`config.mk`:
```
export PLATFORM = sky130hd
export DESIGN_NAME = program_loader
export DESIGN_NICKNAME = d
export VERILOG_FILES = /design/src/rtl/program_loader_pkg.sv /design/src/rtl/loader_wr_port.sv /design/src/rtl/program_loader.sv
export SDC_FILE = /design/constraint.sdc
export NUM_CORES = 1
export LEC_CHECK = 0
export BUFFER_PORTS_ARGS = -buffer_cell sky130_fd_sc_hd__buf_2
export CELL_PAD_IN_SITES_DETAIL_PLACEMENT = 0
export CELL_PAD_IN_SITES_GLOBAL_PLACEMENT = 1
export CORE_UTILIZATION = 49
export CTS_CLUSTER_DIAMETER = 40
export DETAILED_ROUTE_END_ITERATION = 10
export PLACE_DENSITY_LB_ADDON = 0.1
export SETUP_SLACK_MARGIN = 0.3
export SYNTH_ARGS = -nofsm -noshare
export SYNTH_HDL_FRONTEND = slang
export SYNTH_SLANG_ARGS = --single-unit
```
`constraint.sdc`:
```
create_clock -name clk -period 22.9 [get_ports clk]
set_input_delay 4.58 -clock clk [delete_from_list [all_inputs] [get_ports clk]]
set_output_delay 4.58 -clock clk [all_outputs]
set_load 0.03 [all_outputs]
```
`src/rtl/program_loader_pkg.sv`:
```
`default_nettype none
// ============================================================================
//  Module   : program_loader_pkg
//  Purpose  : Shared CPU package holding the program loader state encoding,
//             the header length and the memory address widths used to size
//             the instruction and data memories.
//  Ports    : none (package)
//  Revision : 1.0  initial release
// ============================================================================
package program_loader_pkg;

  // Word address widths of the instruction and data memories
  localparam int IMEM_ADDR_W = 9;
  localparam int DMEM_ADDR_W = 10;

  // Number of header words preceding the payload (N_i, then N_d)
  localparam int HDR_WORDS = 2;

  typedef enum logic [2:0] {
    ST_IDLE   = 3'd0,
    ST_HDR_I  = 3'd1,
    ST_HDR_D  = 3'd2,
    ST_LOAD_I = 3'd3,
    ST_LOAD_D = 3'd4,
    ST_RUN    = 3'd5,
    ST_ERR    = 3'd6
  } loader_state_t;

endpackage : program_loader_pkg
`default_nettype wire

```
`src/rtl/loader_wr_port.sv`:
```
`default_nettype none
// ============================================================================
//  Module   : loader_wr_port
//  Purpose  : Registered memory write stage. A request presented in one cycle
//             appears as a one-cycle strobe with byte address and data in the
//             next cycle. Address and data hold when no request is made.
//  Ports    : clk, arst       - clock, asynchronous active-high reset
//             req             - write request this cycle
//             word_idx[31:0]  - word index of the request
//             req_data[31:0]  - word to write
//             addr[31:0]      - registered byte address (word_idx << 2)
//             wen             - registered write strobe
//             wdata[31:0]     - registered write word
//  Revision : 1.0  initial release
// ============================================================================
module loader_wr_port (
  input  logic        clk,
  input  logic        arst,
  input  logic        req,
  input  logic [31:0] word_idx,
  input  logic [31:0] req_data,
  output logic [31:0] addr,
  output logic        wen,
  output logic [31:0] wdata
);

  always_ff @(posedge clk or posedge arst) begin
    if (arst) begin
      addr  <= 32'd0;
      wen   <= 1'b0;
      wdata <= 32'd0;
    end else begin
      wen <= req;
      if (req) begin
        addr  <= {word_idx[29:0], 2'b00};
        wdata <= req_data;
      end
    end
  end

endmodule : loader_wr_port
`default_nettype wire

```
`src/rtl/program_loader.sv`:
```
`default_nettype none
// ============================================================================
//  Module   : program_loader
//  Purpose  : Streams a program image (header N_i, N_d, then N_i instruction
//             words and N_d data words) into instruction and data memories,
//             then enables the CPU. Oversized headers park the loader in ERR.
//  Ports    : clk, arst              - clock, asynchronous active-high reset
//             start, stop            - control pulses
//             s_valid/s_data/s_ready - upstream word stream
//             addr_ext/wen_ext/wdata_ext       - instruction memory write
//             addr_ext_2/wen_ext_2/wdata_ext_2 - data memory write
//             cpu_enable             - high while in RUN
//             busy                   - high while receiving header/payload
//             error                  - high in ERR
//  Revision : 1.0  initial release
// ============================================================================
module program_loader
  import program_loader_pkg::*;
#(
  parameter int IMEM_DEPTH = 2 ** IMEM_ADDR_W,
  parameter int DMEM_DEPTH = 2 ** DMEM_ADDR_W
) (
  input  logic        clk,
  input  logic        arst,
  input  logic        start,
  input  logic        stop,
  input  logic        s_valid,
  input  logic [31:0] s_data,
  output logic        s_ready,
  output logic [31:0] addr_ext,
  output logic        wen_ext,
  output logic [31:0] wdata_ext,
  output logic [31:0] addr_ext_2,
  output logic        wen_ext_2,
  output logic [31:0] wdata_ext_2,
  output logic        cpu_enable,
  output logic        busy,
  output logic        error
);

  loader_state_t state, state_nxt;

  logic [31:0] n_i;
  logic [31:0] n_d;
  logic [31:0] cnt_i;
  logic [31:0] cnt_d;

  logic xfer;
  logic req_i;
  logic req_d;
  logic last_i;
  logic last_d;

  // A stop pulse wins over a simultaneous word: the word is discarded.
  assign xfer   = s_valid && s_ready && !stop;
  assign req_i  = xfer && (state == ST_LOAD_I);
  assign req_d  = xfer && (state == ST_LOAD_D);
  assign last_i = (cnt_i == n_i - 32'd1);
  assign last_d = (cnt_d == n_d - 32'd1);

  always_ff @(posedge clk or posedge arst) begin
    if (arst) begin
      state <= ST_IDLE;
    end else begin
      state <= state_nxt;
    end
  end

  always_comb begin
    state_nxt = state;
    case (state)
      ST_IDLE: begin
        if (start) state_nxt = ST_HDR_I;
      end
      ST_HDR_I: begin
        if (stop) begin
          state_nxt = ST_IDLE;
        end else if (xfer) begin
          state_nxt = (s_data > 32'(IMEM_DEPTH)) ? ST_ERR : ST_HDR_D;
        end
      end
      ST_HDR_D: begin
        if (stop) begin
          state_nxt = ST_IDLE;
        end else if (xfer) begin
          if (s_data > 32'(DMEM_DEPTH)) state_nxt = ST_ERR;
          else if (n_i != 32'd0)        state_nxt = ST_LOAD_I;
          else if (s_data != 32'd0)     state_nxt = ST_LOAD_D;
          else                          state_nxt = ST_RUN;
        end
      end
      ST_LOAD_I: begin
        if (stop) begin
          state_nxt = ST_IDLE;
        end else if (xfer && last_i) begin
          state_nxt = (n_d != 32'd0) ? ST_LOAD_D : ST_RUN;
        end
      end
      ST_LOAD_D: begin
        if (stop) begin
          state_nxt = ST_IDLE;
        end else if (xfer && last_d) begin
          state_nxt = ST_RUN;
        end
      end
      ST_RUN: begin
        if (stop) state_nxt = ST_IDLE;
      end
      ST_ERR: begin
        if (stop) state_nxt = ST_IDLE;
      end
      default: state_nxt = ST_IDLE;
    endcase
  end

  // Header latches and word counters; a fresh start clears everything so a
  // previous aborted load leaves no trace.
  always_ff @(posedge clk or posedge arst) begin
    if (arst) begin
      n_i   <= 32'd0;
      n_d   <= 32'd0;
      cnt_i <= 32'd0;
      cnt_d <= 32'd0;
    end else begin
      if (state == ST_IDLE && start) begin
        n_i   <= 32'd0;
        n_d   <= 32'd0;
        cnt_i <= 32'd0;
        cnt_d <= 32'd0;
      end
      if (xfer && state == ST_HDR_I) n_i <= s_data;
      if (xfer && state == ST_HDR_D) n_d <= s_data;
      if (req_i) cnt_i <= cnt_i + 32'd1;
      if (req_d) cnt_d <= cnt_d + 32'd1;
    end
  end

  assign s_ready    = (state == ST_HDR_I) || (state == ST_HDR_D) ||
                      (state == ST_LOAD_I) || (state == ST_LOAD_D);
  assign busy       = s_ready;
  assign cpu_enable = (state == ST_RUN);
  assign error      = (state == ST_ERR);

  loader_wr_port u_imem_port (
    .clk      (clk),
    .arst     (arst),
    .req      (req_i),
    .word_idx (cnt_i),
    .req_data (s_data),
    .addr     (addr_ext),
    .wen      (wen_ext),
    .wdata    (wdata_ext)
  );

  loader_wr_port u_dmem_port (
    .clk      (clk),
    .arst     (arst),
    .req      (req_d),
    .word_idx (cnt_d),
    .req_data (s_data),
    .addr     (addr_ext_2),
    .wen      (wen_ext_2),
    .wdata    (wdata_ext_2)
  );

endmodule : program_loader
`default_nettype wire

```
==> metrics.txt, run 1 <==
hold slack=0.464 ns; max_slew headroom=17.8%; R2R Path Start=state[2]$_DFFE_PP0P_; CTS sink cnt=257; crit end category=register; part of the power in combinational logic=38.3%; # diodes=0; crit path cell chain=buf_2, or3b_1, or2_2, inv_2, buf_4, nand4_1, nor2_1, nand3_1, nor2_1, nand4_1, mux2i_1; final setup TNS=0 ns; largest net degree at the start of global routing=115; Leakage Power=7.42 nW; share of layout cells above drive strength 1=22.1%; RSZ-0062 raised after global routing=false; synth top area cells=dfrtp_1 50%, nand2_1 8.2%, mux2_2 4.6%; CTS Buffer Depth=3; H-tree lvl count=2; clk_lat worst skew=0.52 ns; Final Skew=0.0170 ns; number of setup violations in the final report=0; Compound-Gate Fraction of Synth Area=11.8%; adder-cell area share of the yosys netlist=0.569%; global-route wire length before repair=54100 µm; DRC viols=0; clock network fraction of total power=29.6%; sw frac=39.6%; antenna violations before repair=0; worst setup margin=15.23 ns; via count=10400; Die ar.=26700 µm²; simple-gate area share of the yosys netlist=22.3%; area added between synthesis and finish=18.0%; Die Ht=163 µm; Final Hold Viols=0; async set-reset flop share out of synthesis=100%; initial core utilization=50.4%; Total GRT Usage=25.7%; Int Pwr=1.20 mW; sequential area share after synthesis=50.4%; Worst path max stage delay=0.54 ns; core area=25300 µm²; critical path class=input pin to register; min Tclk post-route=7.67 ns; status=finished, final reports clean; # hold bufs at CTS=0; CTS tree=done; Synth Area in XOR/XNOR=5.28%; CP Max Fanout=67; worst hold-check path type=register to register; Final Wtd Congestion=0.835; Avg WL per Cell=18.7 µm; Synth area leader=dfrtp_1; power density cells=132 nW/µm²; Post-DRT Antenna Nets=0; Worst Max-Slew Pin Slew=1.23 ns; Slew Viols, Final=0; Ys Warns=0; drt via density=5.78; WP data required=23.30 ns; hpwl dp=22800 µm; Cells after Synth=1299; Max Clock Freq=130 MHz; row count=58; Synth Cell Area=12800 µm²; maximum VDD drop=87.5 µV; IO Pins=171; TritonCTS buffer count=37; Post-layout nets=1474; Avg Cell Area, Syn=9.82 µm²; Critical path origin=stop; router iterations before antenna repair=5; internal reg-to-reg setup slack=18.91 ns; drt total wl=33400 µm; final std cells w/o fill=1791; synth cell count leaders=279 x nand2_1, 257 x dfrtp_1, 64 x a22o_1; Seq pwr share=32.1%; flops & latches, synth=257; most common cell in the netlist=nand2_1; max_cap viols=0; Critical Path AT=8.08 ns; mux cell area share after synthesis=6.47%; Placed Cells=1723; Net Switching=0.786 mW; Yosys top cell area share=50.4%; crit share post-route=33.5%; Setup Fix Bufs, Post-CTS=0; I/O Buffers=166; Worst path slowest cell=buf_4; largest family of logic cells by synthesized area=simple AND/OR/NAND/NOR gates; pre-CTS setup slack=14.71 ns; Startpoint Class=input pin; clk slew on worst S/H paths=0.06 ns; CTS root buf=clkbuf_16; Synth Flop Type=dfrtp_1; Die Width=163 µm; Hold Startpoint=u_imem_port.addr[19]$_DFFE_PP0P_; vias in the first global route=9764; total grt overflow=0; Post-synth EDFFs=0; post_cts resized=0; initial DRC count=881; Cell variety after synth=76
## kinds of logic after synthesis
logic type,count (synthesis)
flip-flops,257
XOR/XNOR,76
other,1
adder cells (fa/ha/maj),6
AO/OA/AOI/OAI,204
AND/OR/NAND/NOR,579
buffers and inverters,100
multiplexers,76
## power by group through the flow
stage / logic (mW) / registers (mW) / clock network (mW)
2_1_floorplan: 0.492 / 0.708 / 0
3_3_place_gp: 0.744 / 0.641 / 0
3_5_place_dp: 0.752 / 0.641 / 0
4_1_cts: 0.756 / 0.636 / 0.599
5_1_grt: 0.829 / 0.651 / 0.618
6_report: 0.760 / 0.637 / 0.588
## layer usage
metal | track usage (%) | routed length (µm)
met5 | 0 | 0
met3 | 4.65 | 2070
met4 | 5.06 | 442
met2 | 38.3 | 14400
met1 | 38.8 | 16500
## stage by stage
step	power (mW)	instance area, µm²	util (%)
2_1_floorplan	1.20	12800	-
4_1_cts	1.99	15100	59.4
5_1_grt	2.10	15100	59.4
3_5_place_dp	1.39	13800	54.3
3_3_place_gp	1.38	13800	54.3
6_report	1.98	15100	59.4
## placed cells by master, fill, tap and decap left out, types with 5 or more instances in the layout
master and n:
or2_2 9, xnor2_1 48, xor2_1 27, and3_1 18, mux2i_1 24, or4_1 12, nor2_1 40, inv_1 13
mux2_2 52, nor3b_1 6, o31ai_1 16, o211ai_1 14, clkbuf_16 37, and4_1 6, nor3_1 35, a211oi_1 7
a21oi_1 16, nand4_1 28, nand3_1 56, nor2b_1 5, buf_4 9, nand4b_1 6, a22o_1 64, o21ai_0 44
nand2_1 277, buf_2 166, ha_1 5, a31oi_1 6, dfrtp_1 257, inv_8 6, or3_1 13, nor4_1 35
## layout make-up
cell class                 count  area, µm²
inverter                      16       67.6
tap                          330        413
timing repair buffer         175        898
multi-input combinational    945       5950
clock buffer                  44        992
fill                        2215      10300
clock inverter                24        304
sequential                   257       6430
## flip-flops by register name, summed over array words and instances (netlist names), 30 cells and up
register	cells
cnt_d	32
cnt_i	32
n_d	32
n_i	32
u_dmem_port.wdata	32
u_imem_port.wdata	32
u_dmem_port.addr	30
u_imem_port.addr	30
## final timing paths
check,end,cells after the start
max in group asynchronous,u_dmem_port.addr[22]$_DFFE_PP0P_,3
hold reg to reg,u_imem_port.addr[19]$_DFFE_PP0P_,2
hold / removal,u_imem_port.addr[19]$_DFFE_PP0P_,2
setup / recovery,cnt_i[31]$_DFFE_PP0P_,11
min in group asynchronous,u_imem_port.addr[21]$_DFFE_PP0P_,2
setup reg to reg,cnt_i[31]$_DFFE_PP0P_,10
## worst max-delay path, delay by kind of cell
| kind | cells | cell delay, ns |
|---|---|---|
| AND/OR/NAND/NOR | 7 | 2.49 |
| multiplexers | 1 | 0.14 |
| buffers and inverters | 3 | 0.79 |
Power figures use the tool's default switching activity.
==> run 2, diff against run 1 <==
--- a/config.mk
+++ b/config.mk
@@ -8,7 +8,7 @@
 export BUFFER_PORTS_ARGS = -buffer_cell sky130_fd_sc_hd__buf_2
 export CELL_PAD_IN_SITES_DETAIL_PLACEMENT = 0
 export CELL_PAD_IN_SITES_GLOBAL_PLACEMENT = 1
-export CORE_UTILIZATION = 49
+export CORE_UTILIZATION = 45
 export CTS_CLUSTER_DIAMETER = 40
 export DETAILED_ROUTE_END_ITERATION = 10
 export PLACE_DENSITY_LB_ADDON = 0.1
==> constraint.sdc (replaced) <==
create_clock -name clk -period 7.2 [get_ports clk]
set_input_delay 1.44 -clock clk [delete_from_list [all_inputs] [get_ports clk]]
set_output_delay 1.44 -clock clk [all_outputs]
set_load 0.03 [all_outputs]
==> run 2 against run 1 <==
  * Sequential share of layout area shrank 0.68 points
  * Sequential power grew to 3.2 times the previous value
  * Utilization shrank 4.5 points
  * Wire length grew 2.0%
  * Via count grew 0.54%
  * Non-clock buffer count grew 2
  * Global-route usage shrank 1.8 points
  * Largest cell class unchanged
  * Highest routed layer unchanged
==> metrics.txt, run 2 (same netlist as run 1, synthesis figures left out) <==
critical path class=input pin to register; commonest non-fill, non-tap cell in the layout=nand2_1; final std cells w/o fill=1848 (+3.2%); DRC viols=0 (unchanged); largest net degree at the start of global routing=175 (+52%); Die ar.=29000 µm² (+8.8%); Post-DRT Antenna Nets=0 (unchanged); total power=6.52 mW (+230%); via count=10400 (+0.54%); total grt overflow=0 (unchanged); area added between synthesis and finish=19.9%; CP Max Fanout=67 (unchanged); clock network fraction of total power=31.7% (+2.1 points); pre-CTS setup slack=2.70 ns (-12.01 ns); initial core utilization=45.8% (-4.6 points); I/O Buffers=166 (unchanged); CTS root buf=clkbuf_16; final core utilization=54.9% (-4.5 points); drt total wl=34100 µm (+2.0%); Worst path slowest cell=or3b_1; crit share post-route=55.4%; Die Ht=170 µm (+4.3%); row count=61 (+5.2%); max_cap viols=0 (unchanged); Slew Viols, Final=0 (unchanged); Final Wtd Congestion=0.876 (+4.9%); worst setup margin=3.21 ns (-12.02 ns); Final Hold Viols=0 (unchanged); antenna violations before repair=0 (unchanged); CTS sink cnt=257 (unchanged); WP data required=7.60 ns (-15.70 ns); status=finished, final reports clean; most frequent cells in the layout=277 x nand2_1, 257 x dfrtp_1, 166 x buf_2, 64 x a22o_1, 56 x nand3_1; max_slew headroom=33.9% (+16 points); crit end category=register; Critical Path AT=4.39 ns (-3.69 ns); final setup TNS=0 ns (unchanged); min Tclk post-route=3.99 ns; drt via density=5.63 (-2.6%); Max Clock Freq=251 MHz; filler cell count=2517 (+14%); Worst Max-Slew Pin Slew=0.992 ns (-0.237 ns); worst hold-check path type=register to register; Net Switching=2.51 mW (+220%); initial DRC count=786 (-11%); global-route wire length before repair=55100 µm (+1.9%); Int Pwr=4.00 mW (+230%); power density cells=426 nW/µm² (+220%); Final Skew=0.0214 ns (+0.00439 ns); Reg2Reg Depth=10 (unchanged); # diodes=0 (unchanged); post_cts resized=0 (unchanged); clk slew on worst S/H paths=0.05 ns (about the same); Setup Fix Bufs, Post-CTS=0 (unchanged); area of the multi-input gates=5950 µm² (unchanged); hpwl dp=23100 µm (+1.2%); H-tree lvl count=2 (unchanged); Worst path max stage delay=0.44 ns (-0.10 ns); core area=27900 µm² (+10%); Post-layout nets=1480 (+0.41%); sw frac=38.6% (-1.0 points); crit path cell chain=buf_2, or3b_1, or2_2, buf_4, inv_2, nand4_1, nor2_1, nand3_1, nor2_1, nand4_1, mux2i_1; Startpoint Class=input pin; IO Pins=171 (unchanged); TritonCTS buffer count=41 (+11%); vias in the first global route=9823 (+0.60%); Total GRT Usage=23.9% (-1.8 points); Seq pwr share=31.1% (-1.0 points); part of the power in combinational logic=37.3% (-1.0 points); Avg WL per Cell=18.5 µm (-1.1%); share of layout cells above drive strength 1=22.4% (+0.34 points); CTS Buffer Depth=3 (unchanged); router iterations before antenna repair=7 (+2); Leakage Power=7.49 nW (+0.97%); FF/Latch Area=6430 µm² (unchanged); # hold bufs at CTS=0 (unchanged); Placed Cells=1773 (+2.9%); Die Width=170 µm (+4.3%); maximum VDD drop=237 µV (+170%); RSZ-0062 raised after global routing=false; CTS tree=done; WHS Path Cells=2 (unchanged); clk_lat worst skew=0.53 ns (about the same); number of setup violations in the final report=0 (unchanged)
-- run 2: cell count changes in the layout (fill, tap and decap cells not counted) --
cell        previous run  this run
clkinv_2               4         3
clkinvlp_4             3         7
buf_12                 0         1
inv_6                  4         3
clkbuf_1               3         5
clkbuf_16             37        43
inv_8                  6         1
clkinv_8               2         0
buf_4                  9        10
bufinv_16              4         6
clkbuf_8               4         3
clkinv_4               2         5
-- run 2: layout make-up --
cell class	instances	share of cell area, %
Clock inverter	24	2.10
Inverter	16	0.417
Sequential cell	257	42.0
Timing Repair Buffer	177	6.05
Clock buffer	51	7.43
Tap cell	378	3.09
Multi-Input combinational cell	945	38.9
-- run 2: metrics by stage --
step | hold slack (ns) | cell area, µm²
after floorplan | 0.466 | 12800
after global placement | 0.455 | 13800
after detailed placement | 0.457 | 13800
after CTS | 0.470 | 15300
after global routing | 0.488 | 15300
final | 0.464 | 15300
-- run 2: power groups by stage --
stage	registers [mW]	logic, mW	clock network, mW
finish	2.03	2.43	2.06
global route	2.07	2.65	2.17
CTS	2.03	2.42	2.10
detailed placement	2.04	2.41	0
global placement	2.04	2.37	0
floorplan	2.25	1.57	0
-- run 2: critical path, delay by kind of cell --
kind / cells / cell delay [ns]
buffers and inverters: 3 / 0.62
and+or+nand+nor: 7 / 2.15
muxes: 1 / 0.14
-- run 2: worst paths after layout --
check	start	endpoint	slack, ns
worst max-delay path	stop	cnt_i[31]$_DFFE_PP0P_	3.21
worst min-delay path	u_imem_port.addr[3]$_DFFE_PP0P_	u_imem_port.addr[3]$_DFFE_PP0P_	0.46
worst max register to register	n_i[0]$_DFFE_PP0P_	state[0]$_DFFE_PP0P_	3.44
worst min register to register	u_imem_port.addr[3]$_DFFE_PP0P_	u_imem_port.addr[3]$_DFFE_PP0P_	0.46
max in group asynchronous	arst	u_dmem_port.addr[17]$_DFFE_PP0P_	5.07
min in group asynchronous	arst	u_imem_port.wen$_DFF_PP0_	0.86
-- run 2: routing by layer --
layer	global-route usage (%)	up-vias	wire length, µm
met5	0	-	0
met4	5.91	0	461
met3	5.12	36	2080
met2	35.1	303	14700
met1	35.5	5116	16800
li1	-	4952	-
==> run 3, diff against run 2 <==
--- a/config.mk
+++ b/config.mk
@@ -5,10 +5,11 @@
 export SDC_FILE = /design/constraint.sdc
 export NUM_CORES = 1
 export LEC_CHECK = 0
+export ABC_AREA = 1
 export BUFFER_PORTS_ARGS = -buffer_cell sky130_fd_sc_hd__buf_2
 export CELL_PAD_IN_SITES_DETAIL_PLACEMENT = 0
 export CELL_PAD_IN_SITES_GLOBAL_PLACEMENT = 1
-export CORE_UTILIZATION = 45
+export CORE_UTILIZATION = 43
 export CTS_CLUSTER_DIAMETER = 40
 export DETAILED_ROUTE_END_ITERATION = 10
 export PLACE_DENSITY_LB_ADDON = 0.1
==> constraint.sdc (replaced) <==
create_clock -name clk -period 3.8 [get_ports clk]
set_input_delay 0.76 -clock clk [delete_from_list [all_inputs] [get_ports clk]]
set_output_delay 0.76 -clock clk [all_outputs]
set_load 0.03 [all_outputs]
==> run 3 against run 2 <==
  * Die area rose by 10%
  * Clock skew shrank 0.0074 ns
  * Synthesized area up 5.6%
==> metrics.txt, run 3 <==
synth top area cells=dfrtp_1 48%, nand2_1 13%, o21ai_0 5.5%; Cell variety after synth=52 (-32%); cell family with most CP delay=simple AND/OR/NAND/NOR gates; area added between synthesis and finish=19.1%; crit path cell chain=inv_1, ha_1, nand2_1, nor2_2, nand2_1, nor2_1, nand2_1, nand2_1, nand2_1, nor2_1, nand2_1, nor3_1, nand2_1, nand2_2, nand3_2, nand2_1, nand2_1; I/O Buffers=166 (unchanged); crit path buf inv count=1 (-2); hold slack=0.367 ns (-0.0965 ns); CTS Buffer Depth=3 (unchanged); Critical Path AT=3.02 ns (-1.37 ns); Startpoint Class=register; critical path class=register to register; router iterations before antenna repair=5 (-2); IO Pins=171 (unchanged); clk slew on worst S/H paths=0.05 ns (about the same); Die Width=179 µm (+5.1%); antenna violations before repair=1 (+1); RSZ-0062 raised after global routing=false; Yosys top cell area share=47.8% (-2.7 points); crit end category=register; CTS sink cnt=257 (unchanged); Setup Fix Bufs, Post-CTS=0 (unchanged); FF/Latch Area=6430 µm² (unchanged); Synth Flop Type=dfrtp_1; Final Skew=0.0140 ns (-0.00742 ns); total power=14.4 mW (+120%); CP dominant cell by count=nand2_1; vias in the first global route=11600 (+18%); Die ar.=32000 µm² (+10%); synth cell count leaders=458 x nand2_1, 257 x dfrtp_1, 198 x nor2_1; DRC viols=0 (unchanged); Placed Cells=2262 (+28%); Final Hold Viols=0 (unchanged); TritonCTS buffer count=39 (-4.9%); Ys Warns=0 (unchanged); row count=64 (+4.9%); Slew Viols, Final=0 (unchanged); number of setup violations in the final report=0 (unchanged); max_slew headroom=51.3% (+17 points); Post-DRT Antenna Nets=0 (unchanged); sequential area share after synthesis=47.8% (-2.7 points); Worst Max-Slew Pin Slew=0.729 ns (-0.263 ns); CTS root buf=clkbuf_16; core area=30700 µm² (+10%); DP Area=14700 µm² (+6.4%); initial core utilization=43.9% (-1.9 points); final instance area=16000 µm² (+4.9%); Synth Cell Area=13500 µm² (+5.6%); most common cell in the netlist=nand2_1; commonest non-fill, non-tap cell in the layout=nand2_1; flops & latches, synth=257 (unchanged); WP data required=4.21 ns (-3.39 ns); filler cell count=3028 (+20%); Final Wtd Congestion=0.902 (+3.0%); # hold bufs at CTS=0 (unchanged); area of the multi-input gates=6050 µm² (+1.7%); Worst path max stage delay=0.39 ns (-0.05 ns); Avg WL per Cell=16.2 µm (-12%); power density cells=898 nW/µm² (+110%); worst hold-check path type=input pin to asynchronous set/reset pin; Max Clock Freq=383 MHz; most frequent cells in the layout=457 x nand2_1, 257 x dfrtp_1, 198 x nor2_1, 187 x inv_1, 166 x buf_2; hpwl dp=28100 µm (+21%); Post-synth EDFFs=0 (unchanged); Synth area leader=dfrtp_1; largest net degree at the start of global routing=71 (-59%); max_cap viols=0 (unchanged); via count=11900 (+14%); CTS tree=done; initial DRC count=745 (-5.2%); Cells after Synth=1742 (+34%); Post-layout nets=1949 (+32%); Avg Cell Area, Syn=7.73 µm² (-21%); min Tclk post-route=2.61 ns; Die Ht=179 µm (+5.1%); crit share post-route=68.8%; final core utilization=52.3% (-2.6 points); drt total wl=37700 µm (+11%); share of layout cells above drive strength 1=16.1% (-6.4 points); status=finished, final reports clean; drt via density=5.10 (-9.4%); total grt overflow=0 (unchanged); clk_lat worst skew=0.52 ns (about the same); async set-reset flop share out of synthesis=100% (unchanged); Worst path slowest cell=dfrtp_1; maximum VDD drop=398 µV (+68%); post_cts resized=0 (unchanged); CP Max Fanout=5 (-93%); Leakage Power=8.33 nW (+11%); final std cells w/o fill=2333 (+26%); H-tree lvl count=2 (unchanged); Total GRT Usage=24.2% (+0.36 points); global-route wire length before repair=60600 µm (+10%)
-- run 3: cell count changes in the layout (fill, tap and decap cells not counted), sizes merged, moves of 30 or more --
| cell | previous run | this run |
|---|---|---|
| a21oi | 16 | 46 |
| a22o | 65 | 0 |
| inv | 19 | 202 |
| mux2 | 52 | 0 |
| nand2 | 279 | 470 |
| nand3 | 56 | 88 |
| nor2 | 42 | 224 |
| o21ai | 45 | 156 |
| o22ai | 2 | 53 |
-- run 3: power by group --
| group | switching (mW) | leakage, nW | internal (mW) |
|---|---|---|---|
| registers | 0.564 | 3.48 | 3.42 |
| logic | 4.71 | 4.21 | 2.15 |
| clock network | 1.35 | 0.638 | 2.23 |
-- run 3: final cells by class --
cell class                 instances  share of cell area [%]
sequential                       257                    40.1
multi-input combinational       1229                    37.7
clock buffer                      48                    6.67
timing repair buffer             183                    6.29
inverter                         197                    4.64
tap                              396                    3.09
clock inverter                    22                    1.51
antenna                            1                  0.0156
-- run 3: through the flow --
step | setup WS (ns) | TNS [ns]
finish | 1.19 | 0
global placement | 1.09 | 0
floorplan | -0.346 | -88.82
detailed placement | 1.08 | 0
CTS | 1.16 | 0
global route | 0.900 | 0
-- run 3: metal layers --
| layer | global-route usage, % | vias up | wire length, µm | part of all wire, % |
|---|---|---|---|---|
| met5 | 0 | - | 13 | 0.034 |
| met4 | 8.37 | 2 | 1170 | 3.1 |
| met3 | 3.44 | 76 | 1500 | 4.0 |
| met2 | 40.6 | 256 | 18100 | 48 |
| met1 | 31.9 | 5586 | 17000 | 45 |
| li1 | - | 5982 | - | - |
-- run 3: final timing paths --
kind                                                  start                                to  slack, ns  cells past startpoint
max                                      n_d[0]$_DFFE_PP0P_              state[0]$_DFFE_PP0P_       1.19                     17
min                                                    arst   u_imem_port.addr[2]$_DFFE_PP0P_       0.37                      2
max reg2reg                              n_d[0]$_DFFE_PP0P_              state[0]$_DFFE_PP0P_       1.19                     17
min reg2reg                u_dmem_port.addr[17]$_DFFE_PP0P_  u_dmem_port.addr[17]$_DFFE_PP0P_       0.47                      2
max in group asynchronous                              arst  u_dmem_port.addr[31]$_DFFE_PP0P_       2.62                      3
min in group clk           u_dmem_port.addr[17]$_DFFE_PP0P_  u_dmem_port.addr[17]$_DFFE_PP0P_       0.47                      2
-- run 3: cells by family (layout without fill, tap and decap cells) --
kind of cell | Yosys count | count (layout) | synth area share [%]
adder cells (fa/ha/maj) | 5 | 5 | 0.465
XOR/XNOR | 60 | 60 | 3.90
flip-flops | 257 | 257 | 47.8
AND/OR/NAND/NOR | 869 | 869 | 28.3
other | 1 | 5 | 0.0278
AO/OA/AOI/OAI | 285 | 285 | 11.7
multiplexers | 6 | 6 | 0.446
buffers and inverters | 259 | 450 | 7.46
